### src/rtl/debounce_edge_detector.sv
// debounce_edge_detector: per-channel synchroniser, debouncer and edge detector
// with sticky rise/fall flags combined into one interrupt.
module debounce_edge_detector #(
    parameter int WIDTH = 4,
    parameter int SYNC_STAGES = 2,
    parameter int DEBOUNCE_CYCLES = 16,
    parameter logic [WIDTH-1:0] RESET_LEVEL = '0
) (
    input  logic             clk,
    input  logic             reset_n,
    input  logic [WIDTH-1:0] level_in,
    input  logic [WIDTH-1:0] rise_en,
    input  logic [WIDTH-1:0] fall_en,
    input  logic [WIDTH-1:0] clr,
    output logic [WIDTH-1:0] level_out,
    output logic [WIDTH-1:0] p_edge,
    output logic [WIDTH-1:0] n_edge,
    output logic [WIDTH-1:0] any_edge,
    output logic [WIDTH-1:0] pend_rise,
    output logic [WIDTH-1:0] pend_fall,
    output logic             irq
);
    localparam int CW = $clog2(DEBOUNCE_CYCLES + 1);
    localparam logic [CW-1:0] LAST = CW'(DEBOUNCE_CYCLES - 1);

    logic [SYNC_STAGES-1:0][WIDTH-1:0] r_sync;
    logic [CW-1:0]    r_cnt [WIDTH];
    logic [WIDTH-1:0] r_level, r_p, r_n, r_pr, r_pf;
    logic [WIDTH-1:0] w_s, w_diff, w_acc;

    always_comb begin
        w_s = r_sync[SYNC_STAGES-1];
        w_diff = w_s ^ r_level;
        w_acc = '0;
        for (int i = 0; i < WIDTH; i++)
            w_acc[i] = w_diff[i] && (r_cnt[i] == LAST);
    end

    always_ff @(posedge clk or negedge reset_n) begin
        if (!reset_n) begin
            r_sync <= {SYNC_STAGES{RESET_LEVEL}};
            r_level <= RESET_LEVEL;
            r_p <= '0;
            r_n <= '0;
            r_pr <= '0;
            r_pf <= '0;
            for (int i = 0; i < WIDTH; i++)
                r_cnt[i] <= '0;
        end else begin
            r_sync <= {r_sync[SYNC_STAGES-2:0], level_in};
            r_level <= r_level ^ w_acc;
            r_p <= w_acc & w_s;
            r_n <= w_acc & ~w_s;
            // a new edge pulse wins over a simultaneous clear
            r_pr <= (r_pr & ~clr) | r_p;
            r_pf <= (r_pf & ~clr) | r_n;
            for (int i = 0; i < WIDTH; i++)
                r_cnt[i] <= (w_diff[i] && !w_acc[i]) ? r_cnt[i] + 1'b1 : '0;
        end
    end

    assign level_out = r_level;
    assign p_edge = r_p;
    assign n_edge = r_n;
    assign any_edge = r_p | r_n;
    assign pend_rise = r_pr;
    assign pend_fall = r_pf;
    assign irq = |((r_pr & rise_en) | (r_pf & fall_en));
endmodule
### config.mk
export PLATFORM = sky130hd
export DESIGN_NAME = debounce_edge_detector
export DESIGN_NICKNAME = d
export VERILOG_FILES = /design/src/rtl/debounce_edge_detector.sv
export SDC_FILE = /design/constraint.sdc
export NUM_CORES = 1
export LEC_CHECK = 0
export CAP_MARGIN = 20
export CORE_ASPECT_RATIO = 0.6
export CORE_MARGIN = 5
export CORE_UTILIZATION = 45
export DETAILED_ROUTE_END_ITERATION = 16
export PLACE_DENSITY = 0.84
export SLEW_MARGIN = 40
export SYNTH_ARGS = -nofsm -noshare
export SYNTH_HDL_FRONTEND = slang
export SYNTH_SLANG_ARGS = --single-unit
### constraint.sdc
create_clock -name clk -period 1.69 [get_ports clk]
set_input_delay 0.338 -clock clk [delete_from_list [all_inputs] [get_ports clk]]
set_output_delay 0.338 -clock clk [all_outputs]
set_load 0.02 [all_outputs]
# After elaboration in Yosys (flattened, before gate mapping)
# Cells that the tools add are included.
word_totals:
  ff_bits: 48
  out_inout_bits: 25
  word_cells: 50
classes:
  n_addsub: 4
  eq_ne: 4
  mux: 4
  bitwise: 14
  reduce_logical: 13
ops:
  columns: ["operator", "count"]
  rows:
  - ["4-bit AND", 6]
  - ["5-bit by 1-bit adder with 5-bit output (second input constant)", 4]
  - ["5-bit by 4-bit == test with 1-bit output (second input constant)", 4]
  - ["5-bit 2-to-1 mux", 4]
  - ["4-bit OR", 4]
  - ["1-bit logical AND", 8]
  - ["4-bit NOT", 2]
  - ["4-bit bitwise XOR", 2]
  - ["1-bit zero test", 4]
  - ["4-bit OR reduction", 1]

# Longest topological paths before layout
# Gate-level depths: netlist of run 1.
depth:
  ltp_word: 5
  ltp_mapped: 5
  mapped_depth_nobuf: 5

# Worst setup path after synthesis of run 1
# OpenSTA, ideal clock, no wires.
synth_path:
  path_kind: "reg-to-reg"
  from: "reg r_cnt[0] (netlist name)"
  to: "reg r_cnt[2] (netlist name)"
  setup_ns: 0.072
  arrival_ns: 1.244
  required_time_ns: 1.618
  setup_slack_ns: 0.374
  path_stages_with_launch: 6
  path_buffers: 0
  path_cell_list: "dfrtp_1 > ha_1 > and3_1 > ha_1 > nand2b_1 > nor2_1"
synth_via:
  elab_chain_cells: 5
synth_rtl:
  columns: ["item", "line", "rtl"]
  rows:
  - ["start, declared", "27", "logic [CW-1:0] r_cnt [WIDTH];"]
  - ["start signal, assigned by index", "58", "r_cnt[i] <= (w_diff[i] && !w_acc[i]) ? r_cnt[i] + 1'b1 : '0;"]
  - ["branches (longest 4 deep; another with 5-bit by 1-bit adder with 5-bit output)", null, null]
  - ["5-bit 2-to-1 mux *", "58", null]
# Every way passes the cells marked *.

# Worst setup path after layout of run 1
layout_path:
  from: "reg r_n[2], in the netlist n_edge[2]"
  to: "out any_edge[2]"
layout_via:
  elab_chain_cells: 1
layout_rtl:
  columns: ["item", "line", "rtl"]
  rows:
  - ["start, declared", "28", "logic [WIDTH-1:0] r_level, r_p, r_n, r_pr, r_pf;"]
  - ["start signal, assigned", "53", "r_n <= w_acc & ~w_s;"]
  - ["4-bit OR", "65", "assign any_edge = r_p | r_n;"]
  - ["end, declared", "18", "output logic [WIDTH-1:0] any_edge,"]
# No other way between the ends.

==> results of run 1 <==
## sequential cells by signal, indices dropped and copies added, names as in the netlist, named ones only
signal,cells
pend_fall,4
w_s,4
n_edge,4
p_edge,4
r_cnt,20
pend_rise,4
r_sync,4
## stage by stage
stage	utilization, %	power (mW)	TNS (ns)	setup slack (ns)
detailed placement	61.9	1.35	-0.330	-0.330
global route	64.4	2.10	0	0.00260
CTS	64.2	2.04	0	0.00264
finish	64.4	2.00	0	0.0524
floorplan	-	1.27	0	0.374
global placement	61.9	1.34	-0.339	-0.339
## layout by cell type (no fill, tap or decap), drive strengths merged
| cell | netlist | routed |
|---|---|---|
| dlygate4sd3 | 0 | 1 |
| dlymetal6s2s | 0 | 3 |
| nand2b | 4 | 4 |
| a22oi | 4 | 4 |
| buf | 0 | 8 |
| xor2 | 8 | 8 |
| nor3b | 4 | 4 |
| nand2 | 4 | 4 |
| o21ai | 4 | 4 |
| xnor2 | 4 | 4 |
| inv | 16 | 16 |
| a21o | 8 | 8 |
| ha | 8 | 8 |
| dlygate4sd2 | 0 | 10 |
| nand4 | 1 | 1 |
| nand3 | 4 | 4 |
| nor2 | 24 | 24 |
| and3 | 4 | 4 |
| clkdlybuf4s50 | 0 | 27 |
| or2 | 4 | 4 |
| dfrtp | 48 | 48 |
| clkbuf | 0 | 8 |
## final timing paths
path / startpoint / to / slack, ns / cells after the start
setup / recovery: n_edge[2]$_DFF_PN0_ / any_edge[2] / 0.05 / 2
hold / removal: r_sync[1]$_DFF_PN0_ / w_s[1]$_DFF_PN0_ / 0.35 / 0
setup reg to reg: r_cnt[15]$_DFF_PN0_ / r_cnt[15]$_DFF_PN0_ / 0.23 / 5
hold reg to reg: r_sync[1]$_DFF_PN0_ / w_s[1]$_DFF_PN0_ / 0.35 / 0
max in group asynchronous: reset_n / r_cnt[10]$_DFF_PN0_ / 0.73 / 3
min in group asynchronous: reset_n / r_sync[2]$_DFF_PN0_ / 0.49 / 2
## area by class of cell
class / instances / area, µm² / share of cell area, %
Clock buffer: 8 / 90.1 / 3.69
Timing Repair Buffer: 49 / 473 / 19.4
Tap cell: 47 / 58.8 / 2.41
Multi-Input combinational cell: 85 / 557 / 22.8
Sequential cell: 48 / 1200 / 49.2
Inverter: 16 / 60.1 / 2.46
## per-layer routing
metal  track usage, %  up-vias  part of all wire (%)
li1                 -      590                     -
met1             15.3      565                    46
met2             22.6       27                    47
met3             4.44        5                   5.6
met4             5.07        0                   1.2
met5                0        -                     0
## power groups by stage
stage	Clock (mW)	Sequential [mW]	Combinational, mW
after floorplan	0	1.22	0.0469
after CTS	0.706	1.20	0.128
after global routing	0.747	1.21	0.142
after detailed placement	0	1.23	0.125
after global placement	0	1.22	0.119
final	0.675	1.20	0.124
## critical path, cell delays in order, from the launching register on
cell,delay (ns)
dfrtp_1,0.40
or2_2,0.29
dlygate4sd2_1,0.32
## kinds of logic after synthesis
logic type / after synthesis / share of synthesized area, %
AOI/OAI and AO/OA: 16 / 6.07
xor gates and xnor gates: 12 / 5.80
adders and majority gates: 8 / 5.52
buffers and inverters: 16 / 3.31
DFF: 48 / 66.3
and+or+nand+nor: 49 / 13.0
## what timing repair did
| action | in CTS | in global routing |
|---|---|---|
| endpoints found under the setup margin | 11 | 3 |
| pin swaps | 0 | 0 |
| endpoints found under the hold margin | 14 | 0 |
| buffers inserted | 0 | 0 |
| hold buffers | 1 | 0 |
| gates resized for setup | 15 | 3 |
==> flow_metrics.env, run 1 <==
export IMPL_outcome="complete, no violations"
export IMPL_cts_max_level=2
export IMPL_cts_sinks=48
export IMPL_n_fill_cell=295
export IMPL_ios=43
export IMPL_fin_crit_sh_pct=96.9
export IMPL_maxCapViolCount=0
export IMPL_cts_buffers=5
export IMPL_core_area_um2=3790
export IMPL_period_minus_slack_ns=1.64
export IMPL_yosysTopAreaCell="dfrtp_1"
export IMPL_initial_core_util_pct=47.9
export IMPL_drive_gt1_share_pct=9.22
export IMPL_die_h_um=59.2
export IMPL_fin_nets=231
export IMPL_synth_area_leaders="dfrtp_1, ha_1, nor2_1"
export IMPL_max_freq_mhz=611
export IMPL_worst_slew_pin_slew_ns=0.371
export IMPL_switchingPower_mw=0.422
export IMPL_synthesis_area_um2=1810
export IMPL_place_congestion=0.741
export IMPL_grtUsageTotal_pct=13.1
export IMPL_vias_per_cell=4.69
export IMPL_slew_headroom_pct=75.2
export IMPL_avgSynthCellArea_um2=12.2
export IMPL_worstPathMaxFanout=3
export IMPL_yosysMostFrequentCell="dfrtp_1"
export IMPL_synthCells=149
export IMPL_dieArea_um2=5440
export IMPL_intPower_mw=1.58
export IMPL_rows=17
export IMPL_critPathKind="flop to output pin"
export IMPL_grt_max_degree=24
export IMPL_grt_pass1_vias=1253
export IMPL_drv_slew=0
export IMPL_yosysSeqAreaShare_pct=66.3
export IMPL_required_ns=1.35
export IMPL_yosysTopAreaCellShare_pct=66.3
export IMPL_ys_flop_type="dfrtp_1"
export IMPL_hold_path_class="flop to flop"
export IMPL_place_area_um2=2340
export IMPL_grt_overflow_total=0
export IMPL_dp_cells=244
export IMPL_crit_arrival_ns=1.30
export IMPL_wirelength_um=3260
export IMPL_insertion_delay_ns=0.29
export IMPL_hold_viol=0
export IMPL_clk_pin_slew_worst_paths_ns=0.08
export IMPL_synth_edff_count=0
export IMPL_post_dp_hpwl_um=2550
export IMPL_synth_common_cells="dfrtp_1, nor2_1, inv_1"
export IMPL_seq_power_share_pct=60.1
export IMPL_insertedDiodeCount=0
export IMPL_first_iter_violations=51
export IMPL_power_frac_comb_pct=6.2
export IMPL_power_share_clock_pct=33.7
export IMPL_startpoint_type="flop"
export IMPL_netSwitchingFraction_pct=21.1
export IMPL_rsz0062_at_grt="false"
export IMPL_cts_tree="built"
export IMPL_hold_slack_ns=0.353
export IMPL_p_per_area_nw_per_um2=820
export IMPL_synth_warnings=0
export IMPL_async_flop_share_pct=100
export IMPL_end_kind="output pin"
export IMPL_synthToLayoutAreaGrowth_pct=34.6
export IMPL_setup_viol=0
export IMPL_cts_root_buf="clkbuf_8"
export IMPL_drc=0
export IMPL_wl_per_cell_um=12.9
export IMPL_power_leakage_nw=1.36
export IMPL_grt_pass1_wl_um=5490
export IMPL_skew_ns=0.00229
export IMPL_cts_buffer_depth=2
export IMPL_drtPass1Iterations=4
export IMPL_instances_no_fill=253
export IMPL_antenna_found_initial=0
export IMPL_synth_fp_nets=175
export IMPL_port_buffers=42
export IMPL_ys_ff_latch=48
export IMPL_die_w_um=91.9
export IMPL_ant_nets=0
export IMPL_vdd_drop_max_uv=501
export IMPL_fin_area_um2=2440
export IMPL_vias=1187
export IMPL_synth_cell_types=16
No activity file was read; power rests on OpenSTA's default activity.
==> run 2, diff against run 1 <==
--- a/config.mk
+++ b/config.mk
@@ -11,6 +11,7 @@
 export CORE_UTILIZATION = 45
 export DETAILED_ROUTE_END_ITERATION = 16
 export PLACE_DENSITY = 0.84
+export SKIP_LAST_GASP = 1
 export SLEW_MARGIN = 40
 export SYNTH_ARGS = -nofsm -noshare
 export SYNTH_HDL_FRONTEND = slang
==> run 2 against run 1 <==
- final cell count did not move
- via count unchanged
- hold slack stayed put
- count of clock-buffer cells in the layout unchanged
- highest routed layer unchanged
- wire length hardly changed
==> flow_metrics.env, run 2 (synthesized netlist as in run 1, its figures left out) <==
export IMPL_initial_core_util_pct=47.9
export IMPL_wirelength_um=3250
export IMPL_setup_ws_ns=0.0524
export IMPL_rr_worst_depth=5
export IMPL_cp_buffers_inverters=1
export IMPL_drtPass1Iterations=4
export IMPL_insertion_delay_ns=0.29
export IMPL_grtUsageTotal_pct=13.0
export IMPL_period_minus_slack_ns=1.64
export IMPL_critPathKind="flop to output pin"
export IMPL_worst_path_stages=2
export IMPL_worst_path_largest_cell_delay_ns=0.40
export IMPL_die_w_um=91.9
export IMPL_wl_per_cell_um=12.9
export IMPL_r2r_start="r_cnt[15]$_DFF_PN0_"
export IMPL_grt_max_degree=24
export IMPL_max_freq_mhz=611
export IMPL_place_congestion=0.741
export IMPL_path_delay_family="flip-flops"
export IMPL_seq_power_share_pct=60.1
export IMPL_n_fill_cell=295
export IMPL_hold_slack_ns=0.353
export IMPL_post_place_ws_ns=-0.330
export IMPL_end_kind="output pin"
export IMPL_drc=0
export IMPL_regMostFlops="r_cnt"
export IMPL_required_ns=1.35
export IMPL_min_from="r_sync[1]$_DFF_PN0_"
export IMPL_worst_slew_pin_slew_ns=0.371
export IMPL_first_iter_violations=51
export IMPL_clk_pin_slew_worst_paths_ns=0.08
export IMPL_mostFrequentLayoutCells="dfrtp_1, clkdlybuf4s50_1, nor2_1, inv_1, dlygate4sd2_1"
export IMPL_post_cts_buffers=0
export IMPL_power_frac_comb_pct=6.2
export IMPL_vdd_drop_max_uv=501
export IMPL_hold_path_class="flop to flop"
export IMPL_outcome="complete, no violations"
export IMPL_crit_path_start="n_edge[2]$_DFF_PN0_"
export IMPL_drive_gt1_share_pct=9.22
export IMPL_cts_sinks=48
export IMPL_hold_viol=0
export IMPL_antenna_found_initial=0
export IMPL_fin_crit_sh_pct=96.9
export IMPL_grt_pass1_vias=1250
export IMPL_startpoint_type="flop"
export IMPL_vias=1187
export IMPL_power_leakage_nw=1.36
export IMPL_tns_ns=0
export IMPL_drv_slew=0
export IMPL_crit_arrival_ns=1.30
export IMPL_setup_viol=0
export IMPL_place_area_um2=2340
export IMPL_insertedDiodeCount=0
export IMPL_fin_nets=231
export IMPL_worstPathMaxFanout=3
export IMPL_die_h_um=59.2
export IMPL_skew_ns=0.00229
export IMPL_p_per_area_nw_per_um2=820
export IMPL_post_dp_hpwl_um=2550
export IMPL_instances_no_fill=253
export IMPL_switchingPower_mw=0.422
export IMPL_netSwitchingFraction_pct=21.1
export IMPL_power_share_clock_pct=33.7
export IMPL_intPower_mw=1.58
export IMPL_slowest_stage="dfrtp_1"
export IMPL_largest_reg_flops=20
export IMPL_fin_area_um2=2440
export IMPL_ant_nets=0
export IMPL_cts_max_level=2
export IMPL_crit_end="any_edge[2]"
export IMPL_cts_tree="built"
export IMPL_r2r_slack_ns=0.23
export IMPL_port_buffers=42
export IMPL_core_area_um2=3790
export IMPL_slew_headroom_pct=75.2
export IMPL_rsz0062_at_grt="false"
export IMPL_grt_pass1_wl_um=5460
export IMPL_r2r_end="r_cnt[15]$_DFF_PN0_"
export IMPL_grt_overflow_total=0
export IMPL_maxCapViolCount=0
export IMPL_rows=17
export IMPL_cts_buffer_depth=2
export IMPL_ios=43
export IMPL_layout_commonest_cell="dfrtp_1"
export IMPL_cts_root_buf="clkbuf_8"
export IMPL_cts_buffers=5
export IMPL_vias_per_cell=4.69
export IMPL_dieArea_um2=5440
export IMPL_synthToLayoutAreaGrowth_pct=34.6
export IMPL_dp_cells=244
export IMPL_path_cells="or2_2, dlygate4sd2_1"
[run 2: cell types whose count changed in the layout (fill, tap and decap cells not counted)]
cell,change
buf_2,-1
clkbuf_2,+1
[run 2: what timing repair did]
item                       CTS  global route
hold endpoints to repair    14             0
pin swaps                    0             0
resized for setup           11             6
hold buffers                 1             0
setup endpoints to repair   11             4
[run 2: how the worst min path moves through the flow]
stage	end	depth (start not counted)
CTS	w_s[1]$_DFF_PN0_	0
detailed placement	asynchronous set/reset pin	1
global placement	asynchronous set/reset pin	1
finish	w_s[1]$_DFF_PN0_	0
floorplan	asynchronous set/reset pin	0
global route	w_s[1]$_DFF_PN0_	0
[run 2: stage by stage]
| step | utilization, % | total power [mW] |
|---|---|---|
| floorplan | - | 1.27 |
| global placement | 61.9 | 1.34 |
| detailed placement | 61.9 | 1.35 |
| CTS | 64.2 | 2.04 |
| global route | 64.4 | 2.10 |
| finish | 64.4 | 2.00 |
[run 2: per-layer routing]
layer	wire length (µm)	vias to the layer above	GRT usage, %
li1	-	590	-
met2	1540	27	22.6
met5	0	-	0
met3	173	5	4.31
met4	38	0	5.07
met1	1500	565	15.2
[run 2: worst register-to-register path, stage by stage (launching register included)]
cell	delay, ns
dfrtp_1	0.41
ha_1	0.23
and3_1	0.19
ha_1	0.21
nand2b_1	0.22
nor2_1	0.13
[run 2: final cells by class]
type	count	area (µm²)	area share (%)
flip-flops and latches	48	1200	49.2
multi-input cells	85	557	22.8
repair buffers	49	473	19.4
clock buffers	8	90.1	3.69
inverters	16	60.1	2.46
well taps	47	58.8	2.41
[run 2: power groups by stage]
stage | Sequential (mW) | Clock, mW | Combinational [mW]
after global routing | 1.21 | 0.747 | 0.142
after detailed placement | 1.23 | 0 | 0.125
final | 1.20 | 0.675 | 0.124
after floorplan | 1.22 | 0 | 0.0469
after CTS | 1.20 | 0.706 | 0.128
after global placement | 1.22 | 0 | 0.119
